### src/rtl/uart_alu_pkg.sv
// Shared types for the UART-to-ALU receive path.
// Opcodes, parser states and the operand beat bundle.
package uart_alu_pkg;

    typedef enum logic [7:0] {
        OP_ADD = 8'h10,
        OP_MUL = 8'h11
    } opcode_e;

    typedef enum logic [2:0] {
        S_IDLE,
        S_RSVD,
        S_LEN_LO,
        S_LEN_HI,
        S_DATA,
        S_DRAIN
    } parser_state_e;

    typedef struct packed {
        logic [31:0] data;
        logic [7:0]  opcode;
        logic        first;
        logic        last;
    } op_beat_t;

    function automatic logic is_known_op(input logic [7:0] op);
        return (op == OP_ADD) || (op == OP_MUL);
    endfunction

endpackage

### src/rtl/uart_idle_timer.sv
// Idle-cycle counter with clear/enable.
// Saturates at CYCLES and flags expiry.
module uart_idle_timer #(
    parameter int CYCLES = 100000
) (
    input  logic clk_i,
    input  logic rst_ni,
    input  logic clear,
    input  logic enable,
    output logic expired
);

    localparam int W = $clog2(CYCLES + 1);

    logic [W-1:0] cnt_q;

    assign expired = (cnt_q == W'(CYCLES));

    always_ff @(posedge clk_i) begin
        if (!rst_ni) begin
            cnt_q <= '0;
        end else if (clear) begin
            cnt_q <= '0;
        end else if (enable && !expired) begin
            cnt_q <= cnt_q + 1'b1;
        end
    end

endmodule

### src/rtl/alu_packet_parser.sv
// Decodes host command packets from the UART byte stream
// into tagged 32-bit operand beats for the ALU.
module alu_packet_parser
    import uart_alu_pkg::*;
#(
    parameter int          TIMEOUT_CYCLES = 100000,
    parameter logic [15:0] MAX_LEN        = 16'hFFFF
) (
    input  logic        clk_i,
    input  logic        rst_ni,
    input  logic [7:0]  rx_data_i,
    input  logic        rx_valid_i,
    output logic        rx_ready_o,
    output logic [31:0] op_data_o,
    output logic [7:0]  op_opcode_o,
    output logic        op_first_o,
    output logic        op_last_o,
    output logic        op_valid_o,
    input  logic        op_ready_i,
    output logic        busy_o,
    output logic        err_opcode_o,
    output logic        err_timeout_o
);

    parser_state_e state_q;
    logic [7:0]    opcode_q;
    logic [15:0]   len_q;
    logic [15:0]   op_cnt_q;
    logic [1:0]    byte_idx_q;
    logic [23:0]   shift_q;
    logic [17:0]   drain_q;
    op_beat_t      beat_q;
    logic          valid_q;
    logic          err_op_q;
    logic          err_to_q;

    logic        stall;
    logic        xfer;
    logic        expired;
    logic        timeout;
    logic [15:0] len_in;
    logic [15:0] op_cnt_nx;
    logic        len_bad;

    // Only the byte that would overwrite an unaccepted beat is held off.
    assign stall = (state_q == S_DATA) && (byte_idx_q == 2'd3)
                && valid_q && !op_ready_i;
    assign xfer      = rx_valid_i && !stall;
    assign timeout   = expired && (state_q != S_IDLE);
    assign len_in    = {rx_data_i, len_q[7:0]};
    assign op_cnt_nx = op_cnt_q + 16'd1;
    assign len_bad   = !is_known_op(opcode_q)
                    || ({1'b0, len_in} > {1'b0, MAX_LEN});

    uart_idle_timer #(
        .CYCLES (TIMEOUT_CYCLES)
    ) u_idle_timer (
        .clk_i   (clk_i),
        .rst_ni  (rst_ni),
        .clear   (xfer || (state_q == S_IDLE)),
        .enable  (!stall),
        .expired (expired)
    );

    always_ff @(posedge clk_i) begin
        if (!rst_ni) begin
            state_q    <= S_IDLE;
            opcode_q   <= '0;
            len_q      <= '0;
            op_cnt_q   <= '0;
            byte_idx_q <= '0;
            shift_q    <= '0;
            drain_q    <= '0;
            beat_q     <= '0;
            valid_q    <= 1'b0;
            err_op_q   <= 1'b0;
            err_to_q   <= 1'b0;
        end else begin
            err_op_q <= 1'b0;
            err_to_q <= 1'b0;
            if (op_ready_i) begin
                valid_q <= 1'b0;
            end
            if (xfer) begin
                unique case (state_q)
                    S_IDLE: begin
                        opcode_q <= rx_data_i;
                        state_q  <= S_RSVD;
                    end
                    S_RSVD: begin
                        state_q <= S_LEN_LO;
                    end
                    S_LEN_LO: begin
                        len_q[7:0] <= rx_data_i;
                        state_q    <= S_LEN_HI;
                    end
                    S_LEN_HI: begin
                        len_q[15:8] <= rx_data_i;
                        op_cnt_q    <= '0;
                        byte_idx_q  <= '0;
                        drain_q     <= {len_in, 2'b00};
                        if (len_in == 16'd0) begin
                            err_op_q <= 1'b1;
                            state_q  <= S_IDLE;
                        end else if (len_bad) begin
                            err_op_q <= 1'b1;
                            state_q  <= S_DRAIN;
                        end else begin
                            state_q <= S_DATA;
                        end
                    end
                    S_DATA: begin
                        byte_idx_q <= byte_idx_q + 2'd1;
                        shift_q    <= {rx_data_i, shift_q[23:8]};
                        if (byte_idx_q == 2'd3) begin
                            op_cnt_q <= op_cnt_nx;
                            valid_q  <= 1'b1;
                            beat_q   <= '{
                                data:   {rx_data_i, shift_q},
                                opcode: opcode_q,
                                first:  (op_cnt_nx == 16'd1),
                                last:   (op_cnt_nx == len_q)
                            };
                            if (op_cnt_nx == len_q) begin
                                state_q <= S_IDLE;
                            end
                        end
                    end
                    S_DRAIN: begin
                        drain_q <= drain_q - 18'd1;
                        if (drain_q == 18'd1) begin
                            state_q <= S_IDLE;
                        end
                    end
                    default: begin
                        state_q <= S_IDLE;
                    end
                endcase
            end else if (timeout) begin
                state_q  <= S_IDLE;
                err_to_q <= 1'b1;
            end
        end
    end

    assign rx_ready_o    = !stall;
    assign op_data_o     = beat_q.data;
    assign op_opcode_o   = beat_q.opcode;
    assign op_first_o    = beat_q.first;
    assign op_last_o     = beat_q.last;
    assign op_valid_o    = valid_q;
    assign busy_o        = (state_q != S_IDLE);
    assign err_opcode_o  = err_op_q;
    assign err_timeout_o = err_to_q;

endmodule

### config.mk
export PLATFORM = sky130hd
export DESIGN_NAME = alu_packet_parser
export DESIGN_NICKNAME = d
export VERILOG_FILES = /design/src/rtl/uart_alu_pkg.sv /design/src/rtl/uart_idle_timer.sv /design/src/rtl/alu_packet_parser.sv
export SDC_FILE = /design/constraint.sdc
export NUM_CORES = 1
export LEC_CHECK = 0
export ABC_CLOCK_PERIOD_IN_PS = 2300
export CAP_MARGIN = 20
export CORE_UTILIZATION = 45
export DETAILED_ROUTE_END_ITERATION = 10
export MAX_ROUTING_LAYER = met4
export PLACE_DENSITY = 0.75
export SLEW_MARGIN = 10
export SYNTH_ARGS = -nofsm -noshare
export SYNTH_HDL_FRONTEND = slang
export SYNTH_SLANG_ARGS = --single-unit
### constraint.sdc
create_clock -name clk_i -period 2.3 [get_ports clk_i]
set_input_delay 0.69 -clock clk_i [delete_from_list [all_inputs] [get_ports clk_i]]
set_output_delay 0.69 -clock clk_i [all_outputs]
set_load 0.005 [all_outputs]
==> results.py <==
metrics = {
    "outcome": {
        "status": "finished clean",
    },
    "placement": {
        "place_area_um2": 8690,
        "port_buffers": 58,
        "place_congestion": 0.905,
        "dp_hpwl_um": 13500,
    },
    "setup_path": {
        "crit_start": "state_q[0]",
        "reg2reg_from": "op_cnt_q[0]",
        "end_kind": "output port",
        "ff2ff_path_depth": 10,
        "crit_type": "reg -> out",
        "required_ns": 1.61,
        "r2r_end": "state_q[2]",
        "crit_family": "simple AND/OR/NAND/NOR gates",
        "slowest_stage": "or3b_4",
        "endpoint": "rx_ready_o",
        "critical_path_depth": 3,
        "cp.arrival_ns": 1.55,
        "crit_buf_inv": 1,
        "start_kind": "flip-flop",
        "path_max_fanout": 3,
        "cp_cell_sequence": "or3b_4 > or2_4 > buf_6",
        "max_stage_delay_ns": 0.44,
        "reg2reg_slack_ns": 0.07,
    },
    "timing": {
        "finalHoldViolCount": 0,
        "period_share": 0.974,
        "slew_violations": 0,
        "slew_headroom": 0.652,
        "setup_viol": 0,
        "rsz0062_at_grt": "yes",
        "worstMarginPinSlew_ns": 0.517,
        "max_freq_ghz": 0.446,
        "clock_skew_ns": 0.00918,
        "min_period_ns": 2.24,
        "whs_ns": 0.460,
    },
    "power_and_ir_drop": {
        "power_density_nw_per_um2": 580,
        "leakagePower_nw": 3.50,
        "ir_drop_mv": 0.480,
    },
    "floorplanning": {
        "rows": 46,
        "start_util": 0.459,
        "core_area_um2": 15900,
        "die_h_um": 129,
        "die_w_um": 129,
        "ioPinCount": 59,
        "die-area_um2": 16700,
    },
    "clock_network": {
        "cts_tree": "yes",
        "cts_made_buffers": 17,
        "postCtsHoldBufs": 0,
        "clk_path_buf_depth": 2,
        "path_clk_slew_ns": 0.06,
        "clockRootBuffer": "clkbuf_16",
        "cts_max_level": 4,
        "clock-sinks": 149,
        "clk_latency_ns": 0.43,
    },
    "cells_and_area": {
        "antenna_cells": 0,
        "layout-drive-gt1-share": 0.187,
        "fin_area_um2": 9480,
        "fin_nets": 1056,
        "area_delta_synth_final_pct": 29.9,
    },
    "synth": {
        "ys.warnings.count": 0,
        "synth.largest_area_cell": "dfxtp_1",
        "synth_top_area_frac": 0.409,
        "syn_inst": 916,
        "synthTopCellsByArea": "dfxtp_1 (41%), nand2_1 (11%), a21boi_0 (10%), o21ai_0 (3.6%), nor2_1 (3.1%)",
        "synth.distinct_cells": 72,
        "synth_ff_type": "dfxtp_1",
        "synthesis.nets": 935,
        "syn_area_per_cell_um2": 7.97,
        "async_flop_share": 0,
        "synth_area_um2": 7300,
        "ys_seq_elements": 149,
        "synth_edf_count": 0,
        "synth-seq-area-share": 0.409,
    },
    "global_route": {
        "grt_usage": 0.247,
        "grt_antenna_before_repair": 0,
        "overflow": 0,
        "grt_pass1_vias": 6330,
        "grt_start_max_net_pins": 39,
        "grt_pass1_wl_um": 31300,
    },
    "detailed_routing": {
        "viasPerCell": 5.40,
        "drc": 0,
        "ant_nets": 0,
        "post_drt_wl_per_cell_um": 15.2,
        "routed_wl_um": 19300,
        "dr.pass1.iters": 7,
        "via_count": 6837,
        "drt_iter0_drc": 557,
    },
    "run": {
        "cap_violations": 0,
    },
    "min_path": {
        "hold_path_class": "reg -> reg",
    },
}
[routing by layer]
| layer | GRT usage | wire length (um) | vias up |
|---|---|---|---|
| met5 | - | 0 | - |
| met4 | 0.0983 | 398 | 0 |
| met3 | 0.0351 | 983 | 38 |
| met2 | 0.386 | 8920 | 196 |
| met1 | 0.321 | 9000 | 3218 |
| li1 | - | - | 3385 |
[area by class of cell]
type                    instances  area (um^2)
clock inverters                14          133
well taps                     216          270
flip-flops and latches        149         2990
repair buffers                164         1460
fillers                      1406         6410
multi-input cells             691         4140
clock buffers                  18          429
inverters                      14         52.6
[Yosys cell counts, drive strengths merged, types with 3 or more instances]
cell,instances
nand2,216
dfxtp,149
a21boi,98
nor2,61
o21ai,54
clkbuf,40
a21oi,33
buf,22
and2,20
nand3,20
xnor2,20
nor3,18
xor2,17
inv,14
nand4,14
nor4,14
nor2b,13
or3,10
a31oi,8
and3,8
ha,7
a22oi,5
nand2b,5
a211oi,4
a21o,3
nor3b,3
or2,3
or4,3
[cells by family (layout without fill, tap and decap cells)]
group,Yosys count,count (layout),share of synthesized area
simple gates,420,420,0.281
compound gates,227,227,0.210
flops,149,149,0.409
buf+inv,76,210,0.0441
xor+xnor,37,37,0.0444
fa+ha+maj,7,7,0.0120
[flip-flops by register name, indices dropped and copies added (netlist names), 2 cells and up]
name                count
op_data_o              32
shift_q                24
drain_q                18
u_idle_timer.cnt_q     17
len_q                  16
op_cnt_q               16
op_opcode_o             8
opcode_q                8
state_q                 3
byte_idx_q              2
[layout by cell type (no fill, tap or decap), types with 8 or more instances in the layout]
cell,n
clkbuf_16,17
buf_4,96
nor2_1,59
a21oi_1,30
o21ai_0,49
nor2b_1,13
a31oi_1,8
nor4_1,11
nand2_1,212
and2_1,19
inv_1,14
xor2_1,16
nand3_1,18
xnor2_1,17
dfxtp_1,143
nor3_1,12
nand4_1,12
a21boi_0,97
clkdlybuf4s50_1,54
[worst min-delay path by stage]
stage                      start      endpoint  cells past startpoint  slack, ns
floorplan             shift_q[0]  op_data_o[0]                      2       0.44
global placement      shift_q[2]  op_data_o[2]                      2       0.45
detailed placement  op_data_o[2]  op_data_o[2]                      2       0.46
CTS                 op_data_o[2]  op_data_o[2]                      2       0.46
global route          shift_q[3]    shift_q[3]                      2       0.49
finish              op_data_o[2]  op_data_o[2]                      2       0.46
[worst register-to-register path, stage by stage, from the launching register on]
cell and delay [ns]:
dfxtp_2 0.36, buf_6 0.13, and4_4 0.26, nand4_1 0.25
xor2_2 0.28, o2bb2ai_1 0.10, nor4_1 0.22, nand4_1 0.14
buf_6 0.16, a21oi_4 0.14, o22ai_1 0.08
[metrics by stage]
step | setup TNS (ns) | setup WS, ns | utilization | power [mW] | std cells
2_1_floorplan | 0 | 0.0739 | - | 2.79 | 916
4_1_cts | -0.0109 | -0.0109 | 0.587 | 5.52 | 1262
3_3_place_gp | -22.58 | -0.384 | 0.547 | 2.89 | 1226
3_5_place_dp | -25.76 | -0.389 | 0.547 | 2.90 | 1226
5_1_grt | -0.0876 | -0.0371 | 0.596 | 5.66 | 1266
6_report | 0 | 0.0596 | 0.596 | 5.49 | 1266
[repair_timing]
item / 4_1_cts / 5_1_grt
pin swaps: 7 / 14
gates resized for setup: 16 / 33
buffers inserted: 4 / 4
setup endpoints to repair: 5 / 28
[power breakdown]
part | switching (mW) | total [mW] | internal, mW
clock network | 1.22 | 2.65 | 1.43
logic | 0.128 | 0.233 | 0.105
registers | 0.0156 | 2.61 | 2.60
Note: power is estimated with default switching activity, not from simulation.
==> patch, RTL diff (same flow settings) <==
Encoding of `parser_state_e`: now one-hot (6 bits for 6 states).
--- a/src/rtl/uart_alu_pkg.sv
+++ b/src/rtl/uart_alu_pkg.sv
@@ -7,13 +7,13 @@
         OP_MUL = 8'h11
     } opcode_e;
 
-    typedef enum logic [2:0] {
-        S_IDLE,
-        S_RSVD,
-        S_LEN_LO,
-        S_LEN_HI,
-        S_DATA,
-        S_DRAIN
+    typedef enum logic [5:0] {
+        S_IDLE   = 6'b000001,
+        S_RSVD   = 6'b000010,
+        S_LEN_LO = 6'b000100,
+        S_LEN_HI = 6'b001000,
+        S_DATA   = 6'b010000,
+        S_DRAIN  = 6'b100000
     } parser_state_e;
 
     typedef struct packed {
Check against the original RTL: same outputs for any inputs over 4 cycles, from zero or initial values and one cycle with rst_ni low; so few cycles prove little.
==> patch against the unedited design <==
- the flow now finishes with violations (setup timing)
- routed wire length increased by 13%
- final area increased by 5.3%
- critical path depth unchanged
- sequential cell count increased by 3
- die area decreased by 0.20%
- worst setup slack got worse by 380 ps
- synthesized cell count increased by 0.44%
- hold slack got worse by 8.8 ps
- clock skew increased by 1.4 ps
- power increased by 6.2%
- clock power increased by 7.9%
- synthesized area decreased by 0.21%
- first-iteration DRC count decreased by 5.4%
- largest cell class unchanged
==> patch: results (changes against the unedited design) <==
worst-r2r-cell-count: 9  # -1
drtIter0Drc: 527  # -5.4%
slowest_stage: "or4b_4"
hold_end: "op_data_o[7]"
yosys.cell_types.count: 70  # -2.8%
inv_count: 20  # +6
max_stage_delay_ps: 550  # +110 ps
rrSetupSlack_ps: -150  # -220 ps
path_max_fanout: 2  # -1
clkTransAtPathRegs_ps: 80  # +20 ps
multi_input_area_um2: 4170  # +0.70%
multi_input_cells: 686  # -0.72%
fill_cells: 1296  # -7.8%
clock_skew_ps: 10.6  # +1.45 ps
finalSetupViolations: 112  # +112
area_share_nonclk_buffers_pct: 18.1  # +2.7 points
status: "finished, violations left"
layout_setup_ws_ps: -317  # -377 ps
regArea_um2: 3050  # +1.9%
final-clk-cell-share_pct: 6.14  # +0.21 points
violations: "setup timing"
drive_gt1_share_pct: 22.8  # +4.1 points
ys_seq_area_share_pct: 41.8  # +0.91 points
timing.rr.start: "state_q[0]"
r2r_end: "drain_q[15]"
netlist_top_cells_area: "dfxtp_1, nand2_1, a21oi_1"
clock_buffers: 17  # -1
critPathArrivalTime_ps: 1930  # +380 ps
track_usage_pct: 25.7  # +1.1 points
via_per_inst: 5.66  # +4.8%
ir_worst_vdd_uv: 511  # +6.5%
nNetsFinal: 1081  # +2.4%
wl_met2_um: 10200  # +14%
patch: cell count changes after synthesis, moves of 6 or more:
cell / change
nand3b_1: +8
mux2i_1: +17
a21boi_0: -95
nand2_1: -29
nor2_1: +16
nor2b_1: -8
a21oi_1: +89
and2_1: -12
inv_1: +6
o21ai_0: -17
buf_4: +6
patch: power groups by stage:
stage,sequential (uW),combinational (uW),clock [uW]
floorplan,2720,123,0
global placement,2720,281,0
detailed placement,2720,283,0
CTS,2660,292,2880
global route,2660,340,2990
finish,2660,319,2860
patch: logic make-up after synthesis:
group                      synth area share (%)
DFF                                        41.8
adders and majority gates                  1.20
xor gates and xnor gates                   4.76
AOI/OAI and AO/OA                          17.6
buffers and inverters                      5.14
and+or+nand+nor                            27.1
muxes                                      2.34
patch: critical path: cells and delay by family, from the launching register on:
family	cells	cell delay, ps
flip-flops	1	320
AND/OR/NAND/NOR	2	1050
buffers and inverters	1	130
patch: worst max-delay path by stage:
stage / startpoint / to / slack, ps / depth (start not counted)
finish: state_q[0] / rx_ready_o / -320 / 3
global route: state_q[0] / rx_ready_o / -360 / 3
CTS: state_q[5] / rx_ready_o / -320 / 3
detailed placement: op_ready_i / rx_ready_o / -500 / 4
global placement: op_ready_i / rx_ready_o / -500 / 4
floorplan: state_q[5] / drain_q[5] / 120 / 8
patch: stage by stage:
stage / total power, uW / std cells / setup TNS (ps)
floorplan: 2840 / 920 / 0
global route: 5990 / 1291 / -12720
global placement: 3000 / 1244 / -31800
finish: 5830 / 1291 / -6120
detailed placement: 3000 / 1244 / -35230
CTS: 5840 / 1277 / -325
patch: repair_timing:
action                     CTS  global route
resized for setup           11           103
setup endpoints to repair   65            46
pin swaps                    2            70
gates cloned                 0             6
setup buffers                1             8
